### src/rtl/gd_update_ctrl.sv
// gd_update_ctrl
//   Sequencer for a fixed-point gradient-descent loop. It launches an external
//   gradient stage with the current x, waits for its result, applies
//   x <- x - x_diff with saturation, and stops on convergence
//   (|gradient| <= GRAD_TOL), on the iteration limit, on a stage overflow, or
//   when the stage fails to answer within WAIT_TIMEOUT cycles.
//
// Ports
//   clk, rst          : rising-edge clock, synchronous active-high reset
//   start             : begin a run (only looked at while idle)
//   func_done         : gradient stage result valid (consumed once per launch)
//   x_diff            : Q24.8 signed step from the stage
//   gradient, value   : Q56.8 signed gradient and f(x) from the stage
//   func_ovf          : stage overflow flag, captured with the result
//   start_func        : one-cycle launch pulse to the stage
//   x_out             : current x (Q24.8), stable while the stage works
//   best_value        : most recently captured f(x)
//   iter_count        : completed iterations in this run
//   busy              : high whenever the controller is not idle
//   done              : one-cycle end-of-run pulse
//   converged, error  : run outcome flags
//   sat               : sticky, an applied x update was clamped this run
module gd_update_ctrl #(
  parameter logic [31:0] X_INIT       = 32'h00000A00,
  parameter logic [15:0] MAX_ITER     = 16'd1000,
  parameter logic [63:0] GRAD_TOL     = 64'h0000000000000004,
  parameter logic [15:0] WAIT_TIMEOUT = 16'd255
) (
  input  logic        clk,
  input  logic        rst,
  input  logic        start,
  input  logic        func_done,
  input  logic [31:0] x_diff,
  input  logic [63:0] gradient,
  input  logic [63:0] value,
  input  logic        func_ovf,
  output logic        start_func,
  output logic [31:0] x_out,
  output logic [63:0] best_value,
  output logic [15:0] iter_count,
  output logic        busy,
  output logic        done,
  output logic        converged,
  output logic        error,
  output logic        sat
);

  typedef enum logic [2:0] {
    S_IDLE   = 3'd0,
    S_LAUNCH = 3'd1,
    S_WAIT   = 3'd2,
    S_UPDATE = 3'd3,
    S_FINISH = 3'd4
  } state_t;

  localparam logic [63:0] GRAD_MIN = 64'h8000000000000000;
  localparam logic [63:0] GRAD_MAX = 64'h7FFFFFFFFFFFFFFF;
  localparam logic [31:0] X_MAX    = 32'h7FFFFFFF;
  localparam logic [31:0] X_MIN    = 32'h80000000;

  // Magnitude of a two's-complement value; the most negative code has no
  // positive counterpart, so it maps to the largest positive code.
  function automatic logic [63:0] abs_sat(input logic [63:0] v);
    logic [63:0] r;
    if (v == GRAD_MIN) begin
      r = GRAD_MAX;
    end else if (v[63] == 1'b1) begin
      r = ~v + 64'd1;
    end else begin
      r = v;
    end
    return r;
  endfunction

  state_t      r_state;
  logic [15:0] r_wait_cnt;
  logic [31:0] r_x_diff;
  logic [63:0] r_grad;
  logic [63:0] r_value;
  logic        r_ovf;

  logic        r_start_func;
  logic [31:0] r_x_out;
  logic [63:0] r_best_value;
  logic [15:0] r_iter_count;
  logic        r_busy;
  logic        r_done;
  logic        r_converged;
  logic        r_error;
  logic        r_sat;

  logic [32:0] w_x_wide;
  logic [31:0] w_x_next;
  logic        w_x_clamped;
  logic [63:0] w_grad_abs;
  logic        w_grad_small;
  logic [15:0] w_iter_next;
  logic        w_last_iter;
  logic [15:0] w_wait_next;
  logic        w_timeout;

  // Sign-extend both operands by one bit so the subtraction cannot wrap.
  assign w_x_wide     = {r_x_out[31], r_x_out} - {r_x_diff[31], r_x_diff};
  assign w_grad_abs   = abs_sat(r_grad);
  assign w_grad_small = (w_grad_abs <= GRAD_TOL);
  assign w_iter_next  = r_iter_count + 16'd1;
  assign w_last_iter  = (w_iter_next == MAX_ITER);
  assign w_wait_next  = r_wait_cnt + 16'd1;
  assign w_timeout    = (w_wait_next >= WAIT_TIMEOUT);

  // Clamp the 33-bit difference into the Q24.8 range; the top two bits
  // disagree exactly when the result left the 32-bit signed range.
  always_comb begin
    w_x_next    = w_x_wide[31:0];
    w_x_clamped = 1'b0;
    if ((w_x_wide[32] == 1'b0) && (w_x_wide[31] == 1'b1)) begin
      w_x_next    = X_MAX;
      w_x_clamped = 1'b1;
    end else if ((w_x_wide[32] == 1'b1) && (w_x_wide[31] == 1'b0)) begin
      w_x_next    = X_MIN;
      w_x_clamped = 1'b1;
    end else begin
      w_x_next    = w_x_wide[31:0];
      w_x_clamped = 1'b0;
    end
  end

  // Control FSM together with every registered output.
  always_ff @(posedge clk) begin
    if (rst) begin
      r_state      <= S_IDLE;
      r_wait_cnt   <= 16'd0;
      r_x_diff     <= 32'd0;
      r_grad       <= 64'd0;
      r_value      <= 64'd0;
      r_ovf        <= 1'b0;
      r_start_func <= 1'b0;
      r_x_out      <= X_INIT;
      r_best_value <= 64'd0;
      r_iter_count <= 16'd0;
      r_busy       <= 1'b0;
      r_done       <= 1'b0;
      r_converged  <= 1'b0;
      r_error      <= 1'b0;
      r_sat        <= 1'b0;
    end else begin
      // Pulse outputs are asserted only by the transition that needs them.
      r_start_func <= 1'b0;
      r_done       <= 1'b0;
      case (r_state)
        S_IDLE: begin
          if (start) begin
            r_x_out      <= X_INIT;
            r_iter_count <= 16'd0;
            r_converged  <= 1'b0;
            r_error      <= 1'b0;
            r_sat        <= 1'b0;
            r_best_value <= 64'd0;
            r_busy       <= 1'b1;
            r_start_func <= 1'b1;
            r_state      <= S_LAUNCH;
          end
        end
        S_LAUNCH: begin
          r_wait_cnt <= 16'd0;
          r_state    <= S_WAIT;
        end
        S_WAIT: begin
          // Leaving WAIT on the first func_done means a level held high
          // for several cycles is only consumed once.
          if (func_done) begin
            r_x_diff <= x_diff;
            r_grad   <= gradient;
            r_value  <= value;
            r_ovf    <= func_ovf;
            r_state  <= S_UPDATE;
          end else if (w_timeout) begin
            r_error <= 1'b1;
            r_done  <= 1'b1;
            r_state <= S_FINISH;
          end else begin
            r_wait_cnt <= w_wait_next;
          end
        end
        S_UPDATE: begin
          r_best_value <= r_value;
          r_iter_count <= w_iter_next;
          if (r_ovf) begin
            r_error <= 1'b1;
            r_done  <= 1'b1;
            r_state <= S_FINISH;
          end else if (w_grad_small) begin
            r_converged <= 1'b1;
            r_done      <= 1'b1;
            r_state     <= S_FINISH;
          end else begin
            // sat only reflects updates that were actually applied to x.
            r_x_out <= w_x_next;
            r_sat   <= r_sat | w_x_clamped;
            if (w_last_iter) begin
              r_done  <= 1'b1;
              r_state <= S_FINISH;
            end else begin
              r_start_func <= 1'b1;
              r_state      <= S_LAUNCH;
            end
          end
        end
        S_FINISH: begin
          r_busy  <= 1'b0;
          r_state <= S_IDLE;
        end
        default: begin
          r_busy  <= 1'b0;
          r_state <= S_IDLE;
        end
      endcase
    end
  end

  assign start_func = r_start_func;
  assign x_out      = r_x_out;
  assign best_value = r_best_value;
  assign iter_count = r_iter_count;
  assign busy       = r_busy;
  assign done       = r_done;
  assign converged  = r_converged;
  assign error      = r_error;
  assign sat        = r_sat;

endmodule

### config.mk
export PLATFORM = sky130hd
export DESIGN_NAME = gd_update_ctrl
export DESIGN_NICKNAME = d
export VERILOG_FILES = /design/src/rtl/gd_update_ctrl.sv
export SDC_FILE = /design/constraint.sdc
export NUM_CORES = 1
export LEC_CHECK = 0
export BUFFER_PORTS_ARGS = -buffer_cell sky130_fd_sc_hd__buf_2
export CORE_MARGIN = 4
export CORE_UTILIZATION = 50
export DETAILED_ROUTE_END_ITERATION = 8
export GPL_ROUTABILITY_DRIVEN = 0
export PLACE_DENSITY = 0.73
export REMOVE_ABC_BUFFERS = 1
export SLEW_MARGIN = 20
export SYNTH_ARGS = -nofsm -noshare
export SYNTH_HDL_FRONTEND = slang
export SYNTH_SLANG_ARGS = --single-unit
### constraint.sdc
create_clock -name clk -period 11.51 [get_ports clk]
set_input_delay 0.5755 -clock clk [delete_from_list [all_inputs] [get_ports clk]]
set_output_delay 0.5755 -clock clk [all_outputs]
set_load 0.05 [all_outputs]
Word-level counts from Yosys, hierarchy flattened
Index checks and enable logic that the tools add are counted.
Cells by class
  add/subtract/negate cells: 4
  $lt $le $gt $ge: 2
  equality and inequality tests: 14
  mux-type cells: 48
  bitwise operators: 5
  reductions and logical operators: 15
Operators by type and width (count)
  2-to-1 mux 64 bit: 3
  2-to-1 mux 32 bit: 5
  case mux 64 bit (2 select lines): 1
  adder 64 x 1 -> 64 bit, second input constant: 1
  equality test 64 bit, second input constant: 1
  <= comparator 64 x 3 -> 1 bit, second input constant: 1
  NOT 64 bit: 1
  case mux 16 bit (2 select lines): 2
  case mux 32 bit (2 select lines): 1
  2-to-1 mux 16 bit: 3
  subtractor 32 x 32 -> 33 bit: 1
  adder 16 x 1 -> 16 bit, second input constant: 2
  2-to-1 mux 1 bit: 20
  2-to-1 mux 3 bit: 6
  equality test 16 x 10 -> 1 bit, second input constant: 1
  greater-or-equal comparator 16 x 8 -> 1 bit, second input constant: 1
  inequality test 2 bit, second input constant: 8
  case mux 3 bit (4 select lines): 1
  case mux 1 bit (2 select lines): 5
  AND reduction 2 bit: 4
  AND reduction 4 bit: 2
  equality test 3 x 2 -> 1 bit, second input constant: 2
  AND reduction 5 bit: 1
  nonzero test 2 bit: 2
  10 further kinds: 13
Storage, ports and cells
  flip-flop bits (word level): 298
  input port bits: 165
  output and inout port bits: 118
  word-level logic and storage cells: 103

Longest topological paths before layout
Gate-level depths: netlist of run 1.
  word-level depth: 9
  mapped depth: 19
  mapped depth without buffers: 18

Least setup slack after synthesis of run 1
Ideal clock, no wire load.
  path type: reg-to-reg
  start: register r_x_out[1], in the netlist x_out[1]
  end: register r_x_out[12], in the netlist x_out[12]
  library setup time: 122 ps
  arrival: 4131 ps
  required time: 11388 ps
  slack: 7257 ps
  cell stages (with the launch flop): 18
  period minus slack after synthesis: 4253 ps
  cells stage by stage: dfxtp_1 -> ha_1 -> nor2b_1 -> o31a_1 -> o41ai_1 -> o21ai_0 -> a21oi_1 -> o21ai_0 -> a21o_1 -> a21o_1 -> a21oi_1 -> xor2_1 -> ha_1 -> clkbuf_1 -> buf_1 -> nor2_1 -> o21ai_0 -> mux2i_1
Between the ends
  longest elaborated chain between the ends: 8
  elaborated cells on any way between the ends: 10
  classes of those cells: add/sub: 1; mux: 5; bitwise: 2; reduce/logical: 2
Ends and longest elaborated chain
  from (decl): RTL line 83  | logic [31:0] r_x_out;
  from (signal assigned): RTL line 198  | r_x_out <= w_x_next;
  subtractor 32 x 32 -> 33 bit *: RTL line 103  | assign w_x_wide = {r_x_out[31], r_x_out} - {r_x_diff[31], r_x_diff};
  NOT 1 bit: RTL line 119  | end else if ((w_x_wide[32] == 1'b1) && (w_x_wide[31] == 1'b0)) begin
  logical AND 1 bit: RTL line 119
  2-to-1 mux 32 bit: RTL line 119
  2-to-1 mux 32 bit *: RTL line 116  | if ((w_x_wide[32] == 1'b0) && (w_x_wide[31] == 1'b1)) begin
  2-to-1 mux 32 bit *: RTL line 192  | end else if (w_grad_small) begin
  2-to-1 mux 32 bit *: RTL line 188  | if (r_ovf) begin
  case mux 32 bit (2 select lines) *: RTL line 150  | case (r_state)
Mark *: on every way between the ends. The rest lies on a longest branch, timed or not. The select of a mux whose other input is x is not followed.
A chain may end at the register's enable or synchronous reset.

Final worst setup path of run 1
  start: register r_x_diff[1]
  end: register r_x_out[27], in the netlist x_out[27]
Between the ends
  longest elaborated chain between the ends: 8
  elaborated cells on any way between the ends: 10
  classes of those cells: add/sub: 1; mux: 5; bitwise: 2; reduce/logical: 2
Ends and longest elaborated chain
  from (decl): RTL line 77  | logic [31:0] r_x_diff;
  from (signal assigned): RTL line 172  | r_x_diff <= x_diff;
  subtractor 32 x 32 -> 33 bit *: RTL line 103
  NOT 1 bit: RTL line 119
  logical AND 1 bit: RTL line 119
  2-to-1 mux 32 bit: RTL line 119
  2-to-1 mux 32 bit *: RTL line 116
  2-to-1 mux 32 bit *: RTL line 192
  2-to-1 mux 32 bit *: RTL line 188
  case mux 32 bit (2 select lines) *: RTL line 150
Marked as above.

==> flow_metrics.env, run 1 <==
export IMPL_reg2reg_slack_ns=6.10
export IMPL_portBuffers=282
export IMPL_hold_violations=0
export IMPL_critPathLaunchType="flop"
export IMPL_powerDensity_nw_per_um2=253
export IMPL_r2r_start="r_x_diff[1]"
export IMPL_antenna_found_initial=9
export IMPL_period_minus_slack_ns=5.41
export IMPL_synth_area_top_cells="dfxtp_1 (39%), nand2_1 (11%), a21oi_1 (10%)"
export IMPL_p_leak_nw=7.12
export IMPL_hold_ws_ns=0.297
export IMPL_cp_end_kind="flop"
export IMPL_cts_sinks=298
export IMPL_post_drt_wl_per_cell_um=17.3
export IMPL_synth_top_cell_area_share=0.387
export IMPL_clk_latency_ns=0.51
export IMPL_finalMaxSlewViolations=0
export IMPL_cts_resized_gates=0
export IMPL_yosysWarnings=0
export IMPL_critical_path_class="flop to flop"
export IMPL_wirelength_mm=46.3
export IMPL_row_count=64
export IMPL_tightestPinTransition_ns=1.08
export IMPL_fp_dieH_um=184
export IMPL_nets=2454
export IMPL_die_area_um2=33700
export IMPL_firstDrtPassIters=8
export IMPL_dr_wl_met2_mm=20.8
export IMPL_clockBufferDepth=3
export IMPL_ios=283
export IMPL_worstHoldPathCells=3
export IMPL_drive_gt1_frac=0.170
export IMPL_critPathArrivalTime_ns=5.77
export IMPL_setup_violations=0
export IMPL_initial_core_util=0.505
export IMPL_cts_made_buffers=34
export IMPL_synth_seq_cells=298
export IMPL_ant_nets=0
export IMPL_relSlewSlack=0.279
export IMPL_most_common_layout_cells="nand2_1 (461), a21oi_1 (317), dfxtp_1 (298), buf_2 (281), nor2_1 (116)"
export IMPL_core_area_um2=30500
export IMPL_ys_types=87
export IMPL_vdd_drop_max_uv=286
export IMPL_synth_avg_cell_area_um2=7.44
export IMPL_final_core_util=0.592
export IMPL_period_share=0.470
export IMPL_timing_fmax_mhz=185
export IMPL_max_cap_violations=0
export IMPL_grt_pass1_vias=14700
export IMPL_grt_pass1_wl_mm=73.3
export IMPL_synth_edf_count=0
export IMPL_ys_seq_area_frac=0.387
export IMPL_syn_area_um2=15400
export IMPL_met3_length_mm=4.54
export IMPL_path_clk_slew_ns=0.07
export IMPL_first_iter_violations=1754
export IMPL_skew_ns=0.00956
export IMPL_synthCells=2070
export IMPL_cts_htree_levels=2
export IMPL_grt_max_degree=105
export IMPL_status="complete, no violations"
export IMPL_met1_length_mm=18.9
export IMPL_synth_top_cell_by_area="dfxtp_1"
export IMPL_synth_top_flop_cell="dfxtp_1"
export IMPL_area_growth_pct=17.3
export IMPL_crit_required_ns=11.87
export IMPL_fillers=2829
export IMPL_hold_class="input port to flop"
export IMPL_cp_max_fo=24
export IMPL_drc=0
export IMPL_hold_start="x_diff[2]"
export IMPL_cts_setup_buffers=0
export IMPL_overflow=0
export IMPL_fp_dieW_um=184
export IMPL_top_layer="met5"
export IMPL_vias=15900
export IMPL_cts_tree="yes"
export IMPL_tns_ns=0
export IMPL_async_flop_share=0
export IMPL_reg2reg_depth=18
export IMPL_hold_buffers=0
export IMPL_rsz0062_at_grt="false"
export IMPL_clockRootBuffer="clkbuf_16"
export IMPL_timing_rr_end="x_out[27]"
export IMPL_grt_usage=0.256
export IMPL_hpwl_mm=31.5
export IMPL_whs_endpoint="r_x_diff[2]"
export IMPL_layout_commonest_cell="nand2_1"
export IMPL_avgViaCountPerCell=5.93
## worst max-delay path, stage by stage, from the launching register on
cell,delay (ns)
dfxtp_1,0.37
inv_1,0.06
ha_1,0.26
nor2b_1,0.14
o31a_1,0.28
o41ai_1,0.35
o21ai_0,0.29
a21oi_1,0.46
o21ai_0,0.26
a21o_1,0.22
a21o_1,0.16
a21oi_1,0.27
xor2_1,0.19
ha_1,0.83
inv_1,0.31
a311oi_1,0.38
nand3_1,0.14
a211oi_1,0.19
a211oi_1,0.08
## how the worst max path moves through the flow
stage / cells after the start / endpoint / slack [ns] / from
2_1_floorplan: 5 / r_grad[0] / 5.58 / r_state[2]
3_3_place_gp: 18 / x_out[27] / 6.49 / r_x_diff[1]
3_5_place_dp: 18 / x_out[27] / 6.25 / r_x_diff[1]
4_1_cts: 18 / x_out[27] / 6.25 / r_x_diff[1]
5_1_grt: 18 / x_out[27] / 5.87 / r_x_diff[1]
6_report: 18 / x_out[27] / 6.10 / r_x_diff[1]
## cell families after synthesis
| kind of cell | count (synthesis) | share of synthesized area |
|---|---|---|
| AND/OR/NAND/NOR | 921 | 0.282 |
| AO/OA/AOI/OAI | 549 | 0.213 |
| flip-flops | 298 | 0.387 |
| buffers and inverters | 208 | 0.0526 |
| adder cells (fa/ha/maj) | 39 | 0.0322 |
| XOR/XNOR | 32 | 0.0182 |
| multiplexers | 23 | 0.0150 |
## Yosys cell counts (7+ instances only)
cell type and instances:
nand2_1 463, xor2_1 14, o21ai_0 74, nor2b_1 8, nand2b_1 10, and3_1 28
and4_1 9, inv_1 59, a22oi_1 7, o21a_1 7, nor3_1 38, a211oi_1 10
ha_1 38, o211ai_1 7, buf_2 9, nor4_1 39, mux2i_1 22, and2_1 15
a31oi_1 16, a21o_1 19, nand4_1 27, nand3_1 96, xnor2_1 18, o22ai_1 7
buf_1 9, dfxtp_1 298, or4_1 12, a211oi_2 9, clkbuf_1 129, or3_1 16
nor2_1 119, a21oi_1 317
## metal layers
layer | up-vias | global-route usage
li1 | 7664 | -
met1 | 7263 | 0.330
met2 | 722 | 0.410
met3 | 199 | 0.0671
met4 | 14 | 0.104
met5 | - | 0
## power by group
part | internal (mW) | switching (mW)
clock | 0.723 | 0.440
sequential | 1.12 | 0.103
combinational | 0.746 | 1.45
total | 2.59 | 1.99
## metrics by stage
step                      area, µm²  instances  power (mW)  setup slack, ns
after floorplan               14800       1921        2.78             5.58
after global placement        16800       2609        3.30             6.49
after detailed placement      16800       2609        3.34             6.25
after CTS                     18100       2670        4.52             6.25
after global routing          18100       2673        4.81             5.87
final                         18100       2674        4.58             6.10
## state kept, by name (all words and copies together) (netlist names)
| signal | cells |
|---|---|
| r_grad | 64 |
| sat | 1 |
| r_ovf | 1 |
| r_wait_cnt | 16 |
| r_state | 3 |
| start_func | 1 |
| done | 1 |
| r_value | 64 |
| x_out | 32 |
| busy | 1 |
| best_value | 64 |
| iter_count | 16 |
| r_x_diff | 32 |
| converged | 1 |
| error | 1 |
## cell type report
class                           count  area (µm²)  share of cell area
Sequential cell                   298        5970               0.330
Tap cell                          396         495              0.0274
Multi-Input combinational cell   1564        8660               0.479
Clock inverter                     16         263              0.0145
Inverter                           59         221              0.0123
Timing Repair Buffer              293        1500              0.0832
Clock buffer                       45         953              0.0528
Antenna cell                        3        7.51            0.000416
Note: power is estimated with default switching activity, not from simulation.
==> run 2: changes to the inputs <==
PLACE_DENSITY = 0.76   (was 0.73)
clock period = 4.7 ns   (was 11.51 ns; I/O delays follow)
==> run 2 against run 1 <==
Via count increased by 6.5%. Clock skew increased by 0.0080 ns. Combinational power increased to 2.6 times the previous value. Worst setup slack got worse by 5.7 ns. Worst hold slack got worse by 0.26 ns. Critical endpoint is now x_out[29]. Largest cell class unchanged. Largest power group unchanged. Highest routed layer is now met4.
==> flow_metrics.env, run 2 (same netlist as run 1, synthesis figures left out) <==
export IMPL_setup_slack_ns=0.409
export IMPL_pre_cts_ws_ns=0.368
export IMPL_post_drt_wl_per_cell_um=17.7
export IMPL_cts_made_buffers=31
export IMPL_hold_start="start"
export IMPL_nets=2622
export IMPL_grt_max_degree=112
export IMPL_swShare=0.438
export IMPL_reg2reg_slack_ns=0.41
export IMPL_critical_path_class="flop to flop"
export IMPL_clockRootBuffer="clkbuf_16"
export IMPL_vdd_drop_max_uv=621
export IMPL_skew_ns=0.0175
export IMPL_hpwl_mm=32.1
export IMPL_critPathLaunchType="flop"
export IMPL_max_cap_violations=0
export IMPL_cts_htree_levels=1
export IMPL_power_frac_comb=0.504
export IMPL_pwr_share_clk=0.225
export IMPL_rsz0062_at_grt="false"
export IMPL_firstDrtPassIters=6
export IMPL_fp_dieW_um=184
export IMPL_vias=16900
export IMPL_relSlewSlack=0.292
export IMPL_worstHoldPathCells=3
export IMPL_crit_required_ns=5.11
export IMPL_hold_class="input port to flop"
export IMPL_wirelength_mm=50.4
export IMPL_powerDensity_nw_per_um2=566
export IMPL_core_area_um2=30500
export IMPL_initial_core_util=0.505
export IMPL_r2r_start="r_x_diff[1]"
export IMPL_die_area_um2=33700
export IMPL_intPower_mw=6.23
export IMPL_avgViaCountPerCell=5.95
export IMPL_fp_dieH_um=184
export IMPL_hold_ws_ns=0.0392
export IMPL_layout_commonest_cell="nand2_1"
export IMPL_final_core_util=0.642
export IMPL_drc=0
export IMPL_clk_latency_ns=0.57
export IMPL_timing_rr_end="x_out[29]"
export IMPL_most_common_layout_cells="nand2_1 (461), a21oi_1 (317), dfxtp_1 (298), buf_2 (282), dlygate4sd3_1 (161)"
export IMPL_finalMaxSlewViolations=0
export IMPL_reg2reg_depth=19
export IMPL_overflow=0
export IMPL_tightestPinTransition_ns=1.06
export IMPL_grt_pass1_vias=16300
export IMPL_power_mw=11.1
export IMPL_setup_violations=0
export IMPL_whs_endpoint="busy"
export IMPL_status="complete, no violations"
export IMPL_ios=283
export IMPL_fillers=2505
export IMPL_power_switching_mw=4.86
export IMPL_portBuffers=282
export IMPL_first_iter_violations=1670
export IMPL_cts_tree="yes"
export IMPL_tns_ns=0
export IMPL_p_seq_frac=0.271
export IMPL_drive_gt1_frac=0.160
export IMPL_cp_max_fo=21
export IMPL_hold_violations=0
export IMPL_grt_pass1_wl_mm=81.2
export IMPL_p_leak_nw=7.77
export IMPL_critPathArrivalTime_ns=4.70
export IMPL_cp_end_kind="flop"
export IMPL_period_minus_slack_ns=4.29
export IMPL_area_growth_pct=27.2
export IMPL_period_share=0.913
export IMPL_cts_sinks=298
export IMPL_timing_fmax_mhz=233
export IMPL_cts_setup_buffers=0
export IMPL_ant_nets=0
export IMPL_antenna_found_initial=2
export IMPL_clockBufferDepth=3
export IMPL_path_clk_slew_ns=0.06
export IMPL_grt_usage=0.283
export IMPL_row_count=64
-- run 2: cell types whose count changed in the layout (fill, tap and decap cells not counted), moves of 2 or more --
| cell | delta |
|---|---|
| clkbuf_16 | -4 |
| clkinv_8 | -2 |
| clkbuf_1 | +3 |
| clkbuf_8 | +3 |
| bufinv_16 | -3 |
| buf_4 | +7 |
| dlygate4sd3_1 | +161 |
| buf_12 | +2 |
-- run 2: how the worst max path moves through the flow --
stage | start | end | cells after the start
6_report | r_x_diff[1] | x_out[29] | 19
4_1_cts | r_x_diff[1] | x_out[29] | 19
3_3_place_gp | r_x_diff[1] | x_out[29] | 19
2_1_floorplan | r_state[2] | r_grad[0] | 5
3_5_place_dp | r_x_diff[1] | x_out[29] | 19
5_1_grt | r_x_diff[1] | x_out[29] | 19
-- run 2: layout make-up --
cell class                      count  area (µm²)  area share
Sequential cell                   298        5970       0.304
Inverter                           59         221      0.0113
Clock buffer                       47         906      0.0462
Timing Repair Buffer              464        3210       0.164
Antenna cell                        4        10.0    0.000511
Tap cell                          396         495      0.0253
Clock inverter                     10         129     0.00658
Multi-Input combinational cell   1564        8660       0.442
-- run 2: per-layer routing --
layer  part of all wire  vias to the layer above  global-route usage  wire length (µm)
li1                   -                     7995                   -                 -
met1               0.40                     7805               0.360             20000
met2               0.46                      873               0.469             23400
met4              0.047                        0               0.116              2370
met3              0.092                      225              0.0613              4650
met5                  0                        -                   0                 0
-- run 2: what timing repair did --
action                                  4_1_cts  5_1_grt
hold buffers                                161        0
endpoints found under the hold margin       161        0
gates resized for setup                       0        1
endpoints found under the setup margin        0        1
-- run 2: per-stage QoR --
stage | cells | cell area (µm²)
floorplan | 1921 | 14800
global placement | 2619 | 16900
detailed placement | 2619 | 16900
CTS | 2837 | 19600
global route | 2840 | 19600
finish | 2842 | 19600
-- run 2: power groups by stage --
stage               Clock, mW  Sequential [mW]  Combinational [mW]
floorplan                   0             3.20                3.62
global placement            0             3.03                5.19
detailed placement          0             3.04                5.28
CTS                      2.53             2.99                5.42
global route             2.64             3.02                6.05
finish                   2.50             3.00                5.59
-- run 2: worst max-delay path: stages, from the launching register on --
cell and delay, ns:
dfxtp_1 0.37, inv_1 0.06, ha_1 0.26, nor2b_1 0.14
o31a_1 0.27, o41ai_1 0.40, o21ai_1 0.23, a21oi_1 0.25
o21ai_0 0.22, a21o_1 0.22, a21o_1 0.17, a21oi_1 0.24
xor2_1 0.18, ha_1 0.22, buf_4 0.29, nor3b_1 0.11
a211oi_1 0.24, a21oi_1 0.09, o21ai_0 0.09, a31oi_1 0.09
==> run 3: changes to the inputs <==
CELL_PAD_IN_SITES_DETAIL_PLACEMENT = 1   (was unset)
CELL_PAD_IN_SITES_GLOBAL_PLACEMENT = 1   (was unset)
CORE_MARGIN = unset   (was 4)
CORE_UTILIZATION = 37   (was 50)
PLACE_DENSITY = unset   (was 0.76)
PLACE_DENSITY_LB_ADDON = 0.1   (was unset)
==> run 3 against run 2 <==
Via count shrank 1.8%. First-iteration DRC count is 42% lower. Total power rose by 5.1%. Combinational power rose by 5.9%. Clock power increased by 10%. Sequential share of layout area fell by 0.67 points. Clock-buffer cell count is 13 higher. Global-route usage shrank 1.5 points. Cell count is 5.5% higher. Die area up 26%. Highest routed layer unchanged. Non-clock buffer count rose by 11.
==> flow_metrics.env, run 3 (same netlist as run 1, synthesis figures left out) <==
export IMPL_path_clk_slew_ns=0.06
export IMPL_fp_dieH_um=206
export IMPL_startpoint="r_x_diff[1]"
export IMPL_antenna_found_initial=3
export IMPL_cts_sinks=298
export IMPL_core_area_um2=40900
export IMPL_worstPathCellList="inv_1 > ha_1 > nor2b_1 > o31a_1 > o41ai_2 > o21ai_0 > a21oi_2 > o21ai_0 > a21o_1 > a21o_1 > a21oi_1 > xor2_1 > ha_2 > buf_4 > inv_1 > a311oi_1 > nand3_1 > a211oi_1 > a211oi_1"
export IMPL_drive_gt1_frac=0.167
export IMPL_hold_violations=0
export IMPL_post_route_cell_area_um2=20000
export IMPL_vias=16600
export IMPL_max_cap_violations=0
export IMPL_post_dp_cell_area_um2=17200
export IMPL_timing_fmax_mhz=224
export IMPL_overflow=0
export IMPL_dr_wl_met2_mm=28.1
export IMPL_critical_path_class="flop to flop"
export IMPL_r2r_start="r_x_diff[1]"
export IMPL_top_layer="met4"
export IMPL_period_share=0.948
export IMPL_layout_commonest_cell="nand2_1"
export IMPL_portBuffers=282
export IMPL_avgViaCountPerCell=5.53
export IMPL_post_drt_wl_per_cell_um=19.4
export IMPL_critPathArrivalTime_ns=4.85
export IMPL_cp_max_fo=17
export IMPL_setup_violations=0
export IMPL_critPathLaunchType="flop"
export IMPL_initial_core_util=0.376
export IMPL_powerDensity_nw_per_um2=582
export IMPL_most_common_layout_cells="nand2_1 (461), a21oi_1 (316), dfxtp_1 (298), buf_2 (281), dlygate4sd3_1 (161)"
export IMPL_hpwl_mm=38.6
export IMPL_first_iter_violations=973
export IMPL_status="complete, no violations"
export IMPL_cts_made_buffers=36
export IMPL_cts_tree="yes"
export IMPL_grt_max_degree=202
export IMPL_ant_nets=0
export IMPL_grt_pass1_wl_mm=91.7
export IMPL_hold_start="start"
export IMPL_grt_pass1_vias=16900
export IMPL_wirelength_mm=58.0
export IMPL_fillers=5078
export IMPL_rsz0062_at_grt="false"
export IMPL_crit_required_ns=5.10
export IMPL_final_core_util=0.490
export IMPL_cpPeakStageDelay_ns=0.37
export IMPL_finalMaxSlewViolations=0
export IMPL_tightestPinTransition_ns=1.09
export IMPL_clk_latency_ns=0.55
export IMPL_pre_cts_ws_ns=0.0824
export IMPL_clockBufferDepth=3
export IMPL_cts_htree_levels=2
export IMPL_clockRootBuffer="clkbuf_16"
export IMPL_cp_end_kind="flop"
export IMPL_multi_input_area_um2=8680
export IMPL_row_count=74
export IMPL_tns_ns=0
export IMPL_firstDrtPassIters=5
export IMPL_fp_dieW_um=206
export IMPL_period_minus_slack_ns=4.46
export IMPL_nets=2638
export IMPL_setup_slack_ns=0.243
export IMPL_grt_usage=0.268
export IMPL_drc=0
export IMPL_met3_length_mm=3.31
export IMPL_ios=283
export IMPL_relSlewSlack=0.270
export IMPL_hold_class="input port to flop"
export IMPL_seqCellArea_um2=5970
export IMPL_worst_path_max_delay_cell="dfxtp_1"
export IMPL_vdd_drop_max_uv=504
export IMPL_area_growth_pct=30.0
export IMPL_die_area_um2=42500
export IMPL_p_leak_nw=7.90
export IMPL_skew_ns=0.0159
export IMPL_power_mw=11.7
export IMPL_met1_length_mm=25.0
## run 3: cell count changes in the layout (fill, tap and decap cells not counted), sizes merged
cell and change:
clkbuf +13, inv -1, clkinv -1, bufinv -3
clkinvlp +1, buf +11
## run 3: path summary, 6_finish.rpt
check	end	slack, ns	depth (start not counted)
max	x_out[27]	0.24	19
min	busy	0.08	3
max reg2reg	x_out[27]	0.24	19
min reg2reg	best_value[19]	0.45	2
## run 3: critical path: cells and delay by family, from the launching register on
kind | cells | cell delay (ns)
xor gates and xnor gates | 1 | 0.19
and+or+nand+nor | 2 | 0.24
DFF | 1 | 0.37
AOI/OAI and AO/OA | 11 | 2.43
adders and majority gates | 2 | 0.56
buffers and inverters | 3 | 0.50
## run 3: layout make-up
type,instances,area share
Sequential cell,298,0.298
Inverter,59,0.0111
Tap cell,532,0.0332
Timing Repair Buffer,475,0.166
Clock buffer,60,0.0550
Multi-Input combinational cell,1564,0.433
Clock inverter,6,0.00331
Antenna cell,4,0.000500
## run 3: power by group
group          internal [mW]  switching, mW  leakage [nW]
Combinational           2.11           3.80          4.92
Sequential              2.74          0.255          2.41
Clock                   1.61           1.14         0.567
Total                   6.46           5.20          7.90
## run 3: layer usage
layer  vias to the layer above  global-route usage
li1                       8020                   -
met1                      8040               0.336
met2                       423               0.460
met3                       106              0.0519
met4                         0              0.0861
met5                         -                   0
## run 3: per-stage QoR
step,hold slack (ns),std cells
after floorplan,0.300,1921
after global placement,0.436,2765
after detailed placement,0.444,2767
after CTS,0.0544,2994
after global routing,0.115,2998
final,0.0785,2998
## run 3: repair_timing
action,4_1_cts,5_1_grt
buffers inserted,0,0
setup endpoints to repair,0,18
resized for setup,0,5
endpoints found under the hold margin,161,0
hold buffers,161,0
